$ cat src/rtl/spi_cmd_decoder.sv
// spi_cmd_decoder: parses SPI command frames (opcode, addr, len, data, chk)
// into accesses on a small byte register file and supplies the next MISO byte.
module spi_cmd_decoder #(
    parameter int unsigned ADDR_W  = 4,
    parameter logic [7:0]  RST_VAL = 8'h00
) (
    input  logic                         clk,
    input  logic                         rst_n,
    input  logic                         msg_start,
    input  logic                         msg_end,
    input  logic                         rx_valid,
    input  logic [7:0]                   rx_data,
    output logic [7:0]                   tx_data,
    output logic                         wr_en,
    output logic [ADDR_W-1:0]            wr_addr,
    output logic [7:0]                   wr_data,
    output logic                         frame_ok,
    output logic                         frame_err,
    output logic [8*(1<<ADDR_W)-1:0]     regs_flat
);

    localparam int unsigned NREGS    = 1 << ADDR_W;
    localparam logic [7:0]  OP_WRITE = 8'h01;
    localparam logic [7:0]  OP_READ  = 8'h02;

    typedef enum logic [2:0] {
        S_IDLE,
        S_OPCODE,
        S_ADDR,
        S_LEN,
        S_DATA,
        S_CHK,
        S_DISCARD
    } state_e;

    state_e                     state_q, state_d, byte_state;
    logic [7:0]                 xor_q, xor_d;
    logic [ADDR_W-1:0]          ptr_q, ptr_d;
    logic [7:0]                 cnt_q, cnt_d;
    logic                       is_read_q, is_read_d;
    logic [NREGS-1:0][7:0]      regs_q, regs_d;
    logic [7:0]                 tx_q, tx_d;
    logic                       wr_en_q, wr_en_d;
    logic [ADDR_W-1:0]          wr_addr_q, wr_addr_d;
    logic [7:0]                 wr_data_q, wr_data_d;
    logic                       ok_q, ok_d;
    logic                       err_q, err_d;
    logic [3:0]                 err_cnt_q, err_cnt_d;
    logic                       last_ok_q, last_ok_d;

    logic                       rx_acc;
    logic                       opc_ok;
    logic                       byte_ok, byte_err;
    logic                       rd_load;
    logic                       abort;
    logic [7:0]                 status;

    // msg_start drops any byte arriving in the same cycle
    assign rx_acc = rx_valid & ~msg_start;
    assign opc_ok = (rx_data == OP_WRITE) || (rx_data == OP_READ);

    always_ff @(posedge clk or negedge rst_n) begin
        if (!rst_n) begin
            state_q   <= S_IDLE;
            xor_q     <= 8'h00;
            ptr_q     <= '0;
            cnt_q     <= 8'h00;
            is_read_q <= 1'b0;
            regs_q    <= {NREGS{RST_VAL}};
            tx_q      <= 8'h00;
            wr_en_q   <= 1'b0;
            wr_addr_q <= '0;
            wr_data_q <= 8'h00;
            ok_q      <= 1'b0;
            err_q     <= 1'b0;
            err_cnt_q <= 4'h0;
            last_ok_q <= 1'b0;
        end else begin
            state_q   <= state_d;
            xor_q     <= xor_d;
            ptr_q     <= ptr_d;
            cnt_q     <= cnt_d;
            is_read_q <= is_read_d;
            regs_q    <= regs_d;
            tx_q      <= tx_d;
            wr_en_q   <= wr_en_d;
            wr_addr_q <= wr_addr_d;
            wr_data_q <= wr_data_d;
            ok_q      <= ok_d;
            err_q     <= err_d;
            err_cnt_q <= err_cnt_d;
            last_ok_q <= last_ok_d;
        end
    end

    // byte_state is where the received byte takes us; msg_end then applies to it
    always_comb begin
        byte_state = state_q;
        if (rx_acc) begin
            case (state_q)
                S_OPCODE: byte_state = opc_ok ? S_ADDR : S_DISCARD;
                S_ADDR:   byte_state = S_LEN;
                S_LEN:    byte_state = (rx_data == 8'h00) ? S_CHK : S_DATA;
                S_DATA:   byte_state = (cnt_q == 8'd1) ? S_CHK : S_DATA;
                S_CHK:    byte_state = S_DISCARD;
                default:  byte_state = state_q;
            endcase
        end
        state_d = byte_state;
        if (msg_start) begin
            state_d = S_OPCODE;
        end else if (msg_end) begin
            state_d = S_IDLE;
        end
    end

    always_comb begin
        byte_ok   = 1'b0;
        byte_err  = 1'b0;
        rd_load   = 1'b0;
        xor_d     = xor_q;
        ptr_d     = ptr_q;
        cnt_d     = cnt_q;
        is_read_d = is_read_q;
        regs_d    = regs_q;
        wr_en_d   = 1'b0;
        wr_addr_d = wr_addr_q;
        wr_data_d = wr_data_q;
        if (rx_acc) begin
            case (state_q)
                S_OPCODE: begin
                    xor_d     = xor_q ^ rx_data;
                    is_read_d = (rx_data == OP_READ);
                    byte_err  = ~opc_ok;
                end
                S_ADDR: begin
                    xor_d   = xor_q ^ rx_data;
                    ptr_d   = rx_data[ADDR_W-1:0];
                    rd_load = is_read_q;
                end
                S_LEN: begin
                    xor_d = xor_q ^ rx_data;
                    cnt_d = rx_data;
                end
                S_DATA: begin
                    xor_d   = xor_q ^ rx_data;
                    ptr_d   = ptr_q + 1'b1;
                    cnt_d   = cnt_q - 8'd1;
                    rd_load = is_read_q;
                    if (!is_read_q) begin
                        regs_d[ptr_q] = rx_data;
                        wr_en_d       = 1'b1;
                        wr_addr_d     = ptr_q;
                        wr_data_d     = rx_data;
                    end
                end
                S_CHK: begin
                    byte_ok  = (rx_data == xor_q);
                    byte_err = (rx_data != xor_q);
                end
                default: ;
            endcase
        end
        if (msg_start) begin
            xor_d = 8'h00;
        end

        abort = msg_end & ~msg_start &
                (byte_state inside {S_ADDR, S_LEN, S_DATA, S_CHK});
        err_d = byte_err | abort;
        ok_d  = byte_ok;

        err_cnt_d = err_cnt_q;
        if (err_d && err_cnt_q != 4'hF) begin
            err_cnt_d = err_cnt_q + 4'h1;
        end
        last_ok_d = last_ok_q;
        if (err_d) begin
            last_ok_d = 1'b0;
        end else if (ok_d) begin
            last_ok_d = 1'b1;
        end
        status = {last_ok_d, 3'b000, err_cnt_d};

        tx_d = tx_q;
        if (msg_start || msg_end || rx_acc) begin
            tx_d = status;
        end
        if (rd_load && !msg_end) begin
            tx_d = regs_q[ptr_d];
        end
    end

    assign tx_data   = tx_q;
    assign wr_en     = wr_en_q;
    assign wr_addr   = wr_addr_q;
    assign wr_data   = wr_data_q;
    assign frame_ok  = ok_q;
    assign frame_err = err_q;
    assign regs_flat = regs_q;

endmodule

$ cat config.mk
export PLATFORM = sky130hd
export DESIGN_NAME = spi_cmd_decoder
export DESIGN_NICKNAME = d
export VERILOG_FILES = /design/src/rtl/spi_cmd_decoder.sv
export SDC_FILE = /design/constraint.sdc
export NUM_CORES = 1
export LEC_CHECK = 0
export CORE_UTILIZATION = 35
export DETAILED_ROUTE_END_ITERATION = 8
export SLEW_MARGIN = 30
export SYNTH_ARGS = -nofsm -noshare
export SYNTH_HDL_FRONTEND = slang
export SYNTH_SLANG_ARGS = --single-unit
export TNS_END_PERCENT = 5
$ cat constraint.sdc
create_clock -name clk -period 2.2 [get_ports clk]
set_input_delay 0.22 -clock clk [delete_from_list [all_inputs] [get_ports clk]]
set_output_delay 0.22 -clock clk [all_outputs]
set_load 0.03 [all_outputs]
==> results.py, run 1 <==
metrics = {
    "clock_tree": {
        "ctsLongestPathBuffers": 2,
        "clk_pin_slew_ns": 0.08,
        "cts_sinks": 180,
        "clk_root_buffer_cell": "clkbuf_16",
        "cts_tree": "yes",
        "cts_made_buffers": 17,
        "clk_latency_ns": 0.44,
        "h-tree-depth": 4,
    },
    "timing": {
        "drv_slew": 0,
        "fin_crit_sh_pct": 111,
        "max_freq_mhz": 410,
        "finalClockSkew_ns": 0.0136,
        "rsz0062_at_grt": "true",
        "fin_crit_ns": 2.44,
        "worst_pin_slew_ns": 0.513,
        "setup_viol": 104,
        "slew_headroom_pct": 65.8,
        "hold_slack_ns": 0.308,
        "hold_viol_final": 0,
        "fin_ws_ns": -0.239,
        "setup-tns-final_ns": -6.28,
    },
    "outcome": {
        "status": "finished with violations",
        "failed_checks": "negative setup slack",
    },
    "synthesis": {
        "synth-main-ff-cell": "dfrtp_1",
        "synth_common_cells": "180 x dfrtp_1, 132 x mux2_2, 67 x nand2_1",
        "yosysMostFrequentCell": "dfrtp_1",
        "yosysTopAreaCell": "dfrtp_1",
        "synth_top_cell_area_share_pct": 50.6,
        "postSynthAreaPerCell_um2": 11.8,
        "synth_cell_types": 67,
        "ys_ff_latch": 180,
        "async_flop_share_pct": 100,
        "synth_area_leaders": "dfrtp_1 51%, mux2_2 17%, mux2i_1 3.9%",
        "synth_warnings": 0,
        "synth_nets": 777,
        "syn-cell-area_um2": 8910,
        "ys_seq_area_share_pct": 50.6,
        "synth_edf_count": 0,
        "postSynthCellCount": 757,
    },
    "global_routing": {
        "grt_max_degree": 53,
        "grt_overflow": 0,
        "grt_use_total_pct": 23.5,
        "grt_antenna_before_repair": 0,
        "grt_pass1_wl_mm": 45.6,
        "grt_pass1_vias": 7536,
    },
    "setup_path": {
        "r2r-start": "state_q[0]",
        "worstPathRequired_ns": 2.51,
        "path_max_fanout": 16,
        "cp_slowest_stage_delay_ns": 0.45,
        "slowest_stage": "dfrtp_2",
        "worst_path_dominant_cell_family": "compound AO/OA/AOI/OAI gates",
        "cp.buffers_inverters": 1,
        "cp.arrival_ns": 2.75,
        "path_cells": "or3b_4 > o32a_4 > nand2_8 > inv_12 > mux2_4 > o211a_1 > a311o_1 > o2111a_1",
        "critPathKind": "flip-flop to flip-flop",
        "cp-end-kind": "flip-flop",
        "start_kind": "flip-flop",
        "worstSetupStartpoint": "state_q[0]",
    },
    "cells_and_area": {
        "fillers": 2230,
        "final_cells": 1390,
        "fin_nets": 1067,
        "drive_above_1_share_pct": 34.9,
        "synthToLayoutAreaGrowth_pct": 44.0,
        "antenna_cells": 0,
        "final_cell_area_um2": 12800,
    },
    "pwr": {
        "power_leakage_nw": 5.86,
        "powerDensity_nw_per_um2": 702,
        "ir_worst_vdd_mv": 0.534,
    },
    "die": {
        "io_pins": 164,
        "start_util_pct": 35.6,
        "num_rows": 58,
        "dieHeight_um": 162,
        "die_area_um2": 26100,
        "die_x_um": 162,
        "core-area_um2": 25000,
    },
    "routing": {
        "drc": 0,
        "post_drt_wl_per_cell_um": 21.5,
        "dr.pass1.iters": 5,
        "antenna_left": 0,
        "viasPerCell": 5.26,
        "routed_wl_mm": 29.9,
        "vias": 7314,
        "dr.first_iter.drc_count": 515,
    },
    "job": {
        "cap_violations": 0,
    },
    "placed_design": {
        "place_area_um2": 12000,
        "dp_slack_ns": -0.640,
        "dp.cells": 1347,
        "dp_hpwl_mm": 22.2,
        "gp_congestion": 0.936,
        "portBuffers": 163,
    },
    "worst_hold_path": {
        "hp-class": "input pin to async pin",
    },
}
==> registers in the layout (all words and copies together) (netlist names) <==
name	count
cnt_q	8
err_cnt_q	4
frame_err	1
frame_ok	1
is_read_q	1
last_ok_q	1
ptr_q	4
regs_flat	128
state_q	3
tx_data	8
wr_addr	4
wr_data	8
wr_en	1
xor_q	8
==> final timing paths <==
check / end / slack, ns / cells after the start
worst min register to register: tx_data[3] / 0.50 / 2
min in group clk: tx_data[3] / 0.50 / 2
worst max register to register: tx_data[0] / -0.24 / 8
worst min-delay path: regs_flat[102] / 0.31 / 2
worst max-delay path: tx_data[0] / -0.24 / 8
max in group asynchronous: regs_flat[51] / 1.22 / 3
==> cell type report <==
type | instances | area, µm² | area share [%]
clock buffer | 18 | 429 | 3.35
clock inverter | 14 | 159 | 1.24
inverter | 11 | 56.3 | 0.439
multi-input combinational | 518 | 4300 | 33.5
sequential | 180 | 4510 | 35.2
tap | 330 | 413 | 3.22
timing repair buffer | 319 | 2960 | 23.1
==> cells by family after synthesis <==
logic type      after synthesis  synth area share, %
compound gates              111                 9.62
buf+inv                      59                 2.77
mux                         187                 23.2
flops                       180                 50.6
simple gates                193                 10.8
fa+ha+maj                     7                0.983
xor+xnor                     20                 2.05
==> cell usage in the layout (no fill, tap or decap), types with 3 or more instances in the layout <==
master,instances
a311o_1,3
buf_6,8
nand3_1,28
nor2_2,8
a21oi_1,7
clkdlybuf4s50_1,162
dfrtp_1,177
nor3_1,5
o2111a_1,3
dfrtp_2,3
inv_1,9
nand4_1,10
xor2_1,17
buf_12,9
o21ai_1,6
mux2_4,6
o21ai_0,18
mux2_2,132
clkbuf_16,18
nor2b_1,5
mux2_1,14
a21boi_0,7
a311oi_1,9
nor4_1,5
o2111ai_2,5
o211ai_1,4
o22ai_1,3
a21boi_1,4
nand2b_1,12
a211oi_1,11
a22oi_1,4
nand2_1,65
buf_4,138
inv_6,5
and3_1,6
mux2i_1,34
nor2_1,26
ha_1,6
o211a_1,3
==> stage by stage <==
stage,power [W],util [%]
finish,0.00900,51.2
global placement,0.00579,47.9
CTS,0.00897,50.9
global route,0.00938,51.2
detailed placement,0.00582,47.9
floorplan,0.00485,-
==> layer usage <==
layer  part of all wire [%]  GRT usage (%)  up-vias
li1                       -              -     3352
met1                     44           31.1     3701
met2                     49           39.3      227
met3                    5.6           4.75       34
met4                    1.8           6.00        0
met5                      0              0        -
==> repair_timing <==
action / 4_1_cts / 5_1_grt
hold endpoints to repair: 47 / 0
endpoints found under the setup margin: 128 / 136
buffers inserted: 4 / 5
gates cloned: 0 / 1
hold buffers: 1 / 0
gates resized for setup: 30 / 11
pin swaps: 9 / 3
==> power by group <==
| part | switching [W] | internal (W) |
|---|---|---|
| combinational | 0.00120 | 0.00102 |
| clock | 0.00147 | 0.00162 |
| sequential | 0.000183 | 0.00351 |
==> worst register-to-register path: stages, from the launching register on <==
cell and delay [ns]:
dfrtp_2 0.45, or3b_4 0.43, o32a_4 0.36, nand2_8 0.09, inv_12 0.07, mux2_4 0.30
o211a_1 0.20, a311o_1 0.30, o2111a_1 0.13
Note: power is estimated with default switching activity, not from simulation.
==> run 2: changes to the inputs <==
- CORE_ASPECT_RATIO: unset -> 2
==> results.py, run 2 (synthesis gave the netlist of run 1 again) <==
metrics = {
    "routing": {
        "drc": 0,
        "antenna_left": 0,
        "dr.first_iter.drc_count": 426,
        "dr.pass1.iters": 4,
        "vias": 7434,
        "viasPerCell": 5.37,
        "routed_wl_mm": 31.6,
        "post_drt_wl_per_cell_um": 22.8,
    },
    "timing": {
        "max_freq_mhz": 409,
        "slew_headroom_pct": 55.7,
        "setup_viol": 8,
        "rsz0062_at_grt": "true",
        "fin_ws_ns": -0.242,
        "drv_slew": 0,
        "fin_crit_sh_pct": 111,
        "fin_crit_ns": 2.44,
        "hold_viol_final": 0,
        "finalClockSkew_ns": 0.0180,
        "worst_pin_slew_ns": 0.665,
        "hold_slack_ns": 0.330,
    },
    "global_routing": {
        "grt_pass1_vias": 7745,
        "grt_pass1_wl_mm": 47.4,
        "grt_antenna_before_repair": 0,
        "grt_use_total_pct": 25.3,
        "grt_max_degree": 63,
        "grt_overflow": 0,
    },
    "die": {
        "start_util_pct": 35.6,
        "die_x_um": 115,
        "dieHeight_um": 228,
        "io_pins": 164,
        "num_rows": 82,
        "die_area_um2": 26100,
        "core-area_um2": 25000,
    },
    "cells_and_area": {
        "final_common_cell": "dfrtp_1",
        "drive_above_1_share_pct": 35.0,
        "fin_nets": 1058,
        "synthToLayoutAreaGrowth_pct": 43.4,
        "largest_register_ffs": 128,
        "final_cell_mix": "177 x dfrtp_1, 162 x clkdlybuf4s50_1, 132 x mux2_2, 129 x buf_4, 62 x nand2_1",
        "antenna_cells": 0,
        "post-route-util_pct": 51.0,
    },
    "job": {
        "cap_violations": 0,
    },
    "placed_design": {
        "portBuffers": 163,
        "dp_hpwl_mm": 23.8,
        "gp_congestion": 0.892,
    },
    "clock_tree": {
        "clk_latency_ns": 0.45,
        "clk_pin_slew_ns": 0.07,
        "ctsLongestPathBuffers": 2,
        "cts_sinks": 180,
        "h-tree-depth": 4,
        "clk_root_buffer_cell": "clkbuf_16",
        "cts_made_buffers": 17,
        "cts_tree": "yes",
    },
    "pwr": {
        "power_leakage_nw": 5.81,
        "powerDensity_nw_per_um2": 677,
        "ir_worst_vdd_mv": 0.527,
    },
    "outcome": {
        "failed_checks": "negative setup slack",
        "status": "finished with violations",
    },
    "setup_path": {
        "worstPathRequired_ns": 2.53,
        "cp.arrival_ns": 2.77,
        "cp-end-kind": "flip-flop",
        "path_max_fanout": 12,
        "start_kind": "flip-flop",
        "critPathKind": "flip-flop to flip-flop",
    },
    "worst_hold_path": {
        "hp-class": "input pin to async pin",
    },
}
-- run 2: timing repair --
action / CTS / global route
buffers inserted: 3 / 0
endpoints found under the hold margin: 57 / 0
hold buffers: 1 / 0
pin swaps: 16 / 6
gates resized for setup: 23 / 33
endpoints found under the setup margin: 116 / 112
-- run 2: path summary, 6_finish.rpt --
| kind | slack, ns | endpoint | startpoint | cells past startpoint |
|---|---|---|---|---|
| setup / recovery | -0.24 | tx_data[0] | state_q[0] | 8 |
| hold / removal | 0.33 | cnt_q[7] | rst_n | 2 |
| setup reg to reg | -0.24 | tx_data[0] | state_q[0] | 8 |
| hold reg to reg | 0.51 | wr_data[5] | wr_data[5] | 1 |
| max in group asynchronous | 1.08 | ptr_q[1] | rst_n | 3 |
| min in group clk | 0.51 | wr_data[5] | wr_data[5] | 1 |
-- run 2: power by group --
group          switching (W)  leakage, nW  internal (W)
Clock                0.00128        0.268       0.00155
Sequential          0.000229         2.46       0.00351
Combinational        0.00118         3.09      0.000893
Total                0.00269         5.81       0.00595
-- run 2: worst max-delay path, stage by stage (launching register included) --
cell	delay (ns)
dfrtp_2	0.46
or4b_4	0.54
o32a_4	0.24
nand2_8	0.08
inv_8	0.06
mux2_4	0.29
o211a_1	0.22
a311o_1	0.28
o2111a_1	0.14
-- run 2: metrics by stage --
stage                     setup WS, ns  instance area, µm²  std cells  total power [W]  setup TNS [ns]
after detailed placement        -0.578               12000       1351          0.00578          -40.80
after global placement          -0.541               12000       1351          0.00575          -37.32
after CTS                       -0.239               12600       1385          0.00866           -1.89
after floorplan                 -0.117                8950        757          0.00485           -4.91
after global routing            -0.306               12800       1385          0.00899           -5.49
final                           -0.242               12800       1385          0.00865           -1.46
-- run 2: cell type report --
class	instances	area [µm²]
clock inverter	8	53.8
timing repair buffer	310	2890
multi-input combinational	518	4370
inverter	11	48.8
clock buffer	22	484
fill	2342	12300
sequential	180	4510
tap	336	420
-- run 2: metal layers --
| layer | up-vias | track usage, % | share of wire (%) |
|---|---|---|---|
| met4 | 0 | 15.1 | 5.3 |
| li1 | 3319 | - | - |
| met1 | 3843 | 27.7 | 37 |
| met3 | 70 | 3.70 | 3.2 |
| met2 | 202 | 45.6 | 54 |
| met5 | - | 0 | 0 |
==> run 3: changes to the inputs <==
- SETUP_SLACK_MARGIN: unset -> 0.2
==> results.py, run 3 (synthesis gave the netlist of run 1 again) <==
metrics = {
    "outcome": {
        "status": "finished with violations",
        "failed_checks": "negative setup slack",
    },
    "pwr": {
        "ir_worst_vdd_mv": 0.576,
        "power_leakage_nw": 5.94,
        "powerDensity_nw_per_um2": 697,
        "p_int_w": 0.00635,
        "p_sw_share_pct": 30.7,
        "p_switching_w": 0.00281,
        "clkPwrFrac_pct": 35.1,
        "combPwrFrac_pct": 24.0,
        "seqPwrFrac_pct": 40.9,
    },
    "cells_and_area": {
        "seq_area_um2": 4510,
        "fin_nets": 1063,
        "synthToLayoutAreaGrowth_pct": 47.5,
        "final_cell_mix": "177 x dfrtp_1, 162 x clkdlybuf4s50_1, 131 x mux2_2, 110 x buf_4, 61 x nand2_1",
        "antenna_cells": 0,
        "fillers": 2311,
        "final_cells": 1392,
        "largest_register_ffs": 128,
        "final_common_cell": "dfrtp_1",
        "drive_above_1_share_pct": 37.0,
        "multiInputGateArea_um2": 4490,
    },
    "timing": {
        "hold_viol_final": 0,
        "finalClockSkew_ns": 0.0141,
        "drv_slew": 0,
        "fin_ws_ns": -0.244,
        "max_freq_mhz": 409,
        "fin_crit_sh_pct": 111,
        "rsz0062_at_grt": "true",
        "slew_headroom_pct": 56.4,
        "worst_pin_slew_ns": 0.654,
        "fin_crit_ns": 2.44,
        "setup_viol": 8,
    },
    "die": {
        "die_x_um": 115,
        "num_rows": 82,
        "die_area_um2": 26100,
        "io_pins": 164,
        "start_util_pct": 35.6,
        "core-area_um2": 25000,
        "dieHeight_um": 228,
    },
    "global_routing": {
        "grt_antenna_before_repair": 0,
        "grt_pass1_wl_mm": 47.8,
        "grt_overflow": 0,
        "grt_use_total_pct": 25.8,
        "grt_max_degree": 62,
        "grt_pass1_vias": 7891,
    },
    "routing": {
        "post_drt_wl_per_cell_um": 23.2,
        "antenna_left": 0,
        "dr.first_iter.drc_count": 366,
        "dr.pass1.iters": 4,
        "drc": 0,
        "routed_wl_mm": 32.3,
        "viasPerCell": 5.33,
        "vias": 7425,
    },
    "setup_path": {
        "path_max_fanout": 16,
        "worstRegToRegCells": 8,
        "start_kind": "flip-flop",
        "cp.arrival_ns": 2.78,
        "worstPathRequired_ns": 2.54,
        "r2r_end": "tx_data[1]",
        "r2r_setup_slack_ns": -0.24,
        "cp-end-kind": "flip-flop",
        "critPathKind": "flip-flop to flip-flop",
        "r2r-start": "state_q[0]",
    },
    "placed_design": {
        "gp_congestion": 0.894,
        "dp.cells": 1354,
        "dp_slack_ns": -0.665,
        "dp_hpwl_mm": 24.4,
        "portBuffers": 163,
    },
    "clock_tree": {
        "cts_tree": "yes",
        "clk_root_buffer_cell": "clkbuf_16",
        "clk_latency_ns": 0.45,
        "cts_sinks": 180,
        "clk_pin_slew_ns": 0.07,
        "cts_made_buffers": 17,
        "h-tree-depth": 4,
        "ctsLongestPathBuffers": 2,
    },
    "job": {
        "cap_violations": 0,
    },
    "worst_hold_path": {
        "hp-class": "input pin to async pin",
    },
}
[run 3: cell types whose count changed in the layout (fill, tap and decap cells not counted), sizes merged]
cell,change
bufinv,+3
buf,+5
clkbuf,-2
inv,+1
clkinvlp,+3
clkinv,-3
[run 3: layout make-up]
cell class              count  area share [%]
clock buffers              20            3.55
clock inverters            12            1.16
inverters                  11           0.438
multi-input cells         518            34.2
flip-flops and latches    180            34.3
well taps                 336            3.20
repair buffers            315            23.2
[run 3: timing repair]
action                                  CTS  global route
setup buffers                             1             4
hold buffers                              1             0
hold endpoints to repair                 55             0
pin swaps                                14            18
gates resized for setup                  73            38
endpoints found under the setup margin  148           149
[run 3: stage by stage]
step	utilization, %	total power [W]	hold WS, ns	setup TNS (ns)	instance area [µm²]
after floorplan	-	0.00487	-0.0756	-4.78	8980
after global placement	48.1	0.00581	0.266	-38.61	12000
after detailed placement	48.1	0.00582	0.257	-37.53	12000
after CTS	51.7	0.00913	0.352	-1.48	13000
after global routing	52.5	0.00951	0.407	-2.22	13100
final	52.5	0.00916	0.334	-1.63	13100
[run 3: power groups by stage]
stage | combinational [W] | sequential [W] | clock [W]
6_report | 0.00220 | 0.00375 | 0.00322
2_1_floorplan | 0.000969 | 0.00390 | 0
5_1_grt | 0.00235 | 0.00376 | 0.00340
4_1_cts | 0.00211 | 0.00375 | 0.00327
3_5_place_dp | 0.00202 | 0.00380 | 0
3_3_place_gp | 0.00201 | 0.00380 | 0
[run 3: routing by layer]
layer | part of all wire, % | vias up | global-route usage [%]
li1 | - | 3335 | -
met1 | 36 | 3782 | 27.4
met2 | 55 | 228 | 47.4
met3 | 3.9 | 80 | 4.45
met4 | 5.4 | 0 | 14.4
met5 | 0 | - | 0
[run 3: how the worst max path moves through the flow]
stage,startpoint,endpoint,slack [ns],cells past startpoint
floorplan,state_q[0],tx_data[1],-0.12,8
global placement,msg_start,tx_data[2],-0.58,10
detailed placement,msg_start,tx_data[3],-0.67,11
CTS,state_q[0],tx_data[1],-0.23,8
global route,state_q[0],tx_data[4],-0.32,8
finish,state_q[0],tx_data[1],-0.24,8
[run 3: worst max-delay path: stages, from the launching register on]
cell	delay [ns]
dfrtp_2	0.44
or3b_4	0.44
o32a_4	0.36
nand2_8	0.10
inv_16	0.06
mux2_4	0.30
o211a_1	0.22
a311o_1	0.27
o2111a_1	0.12
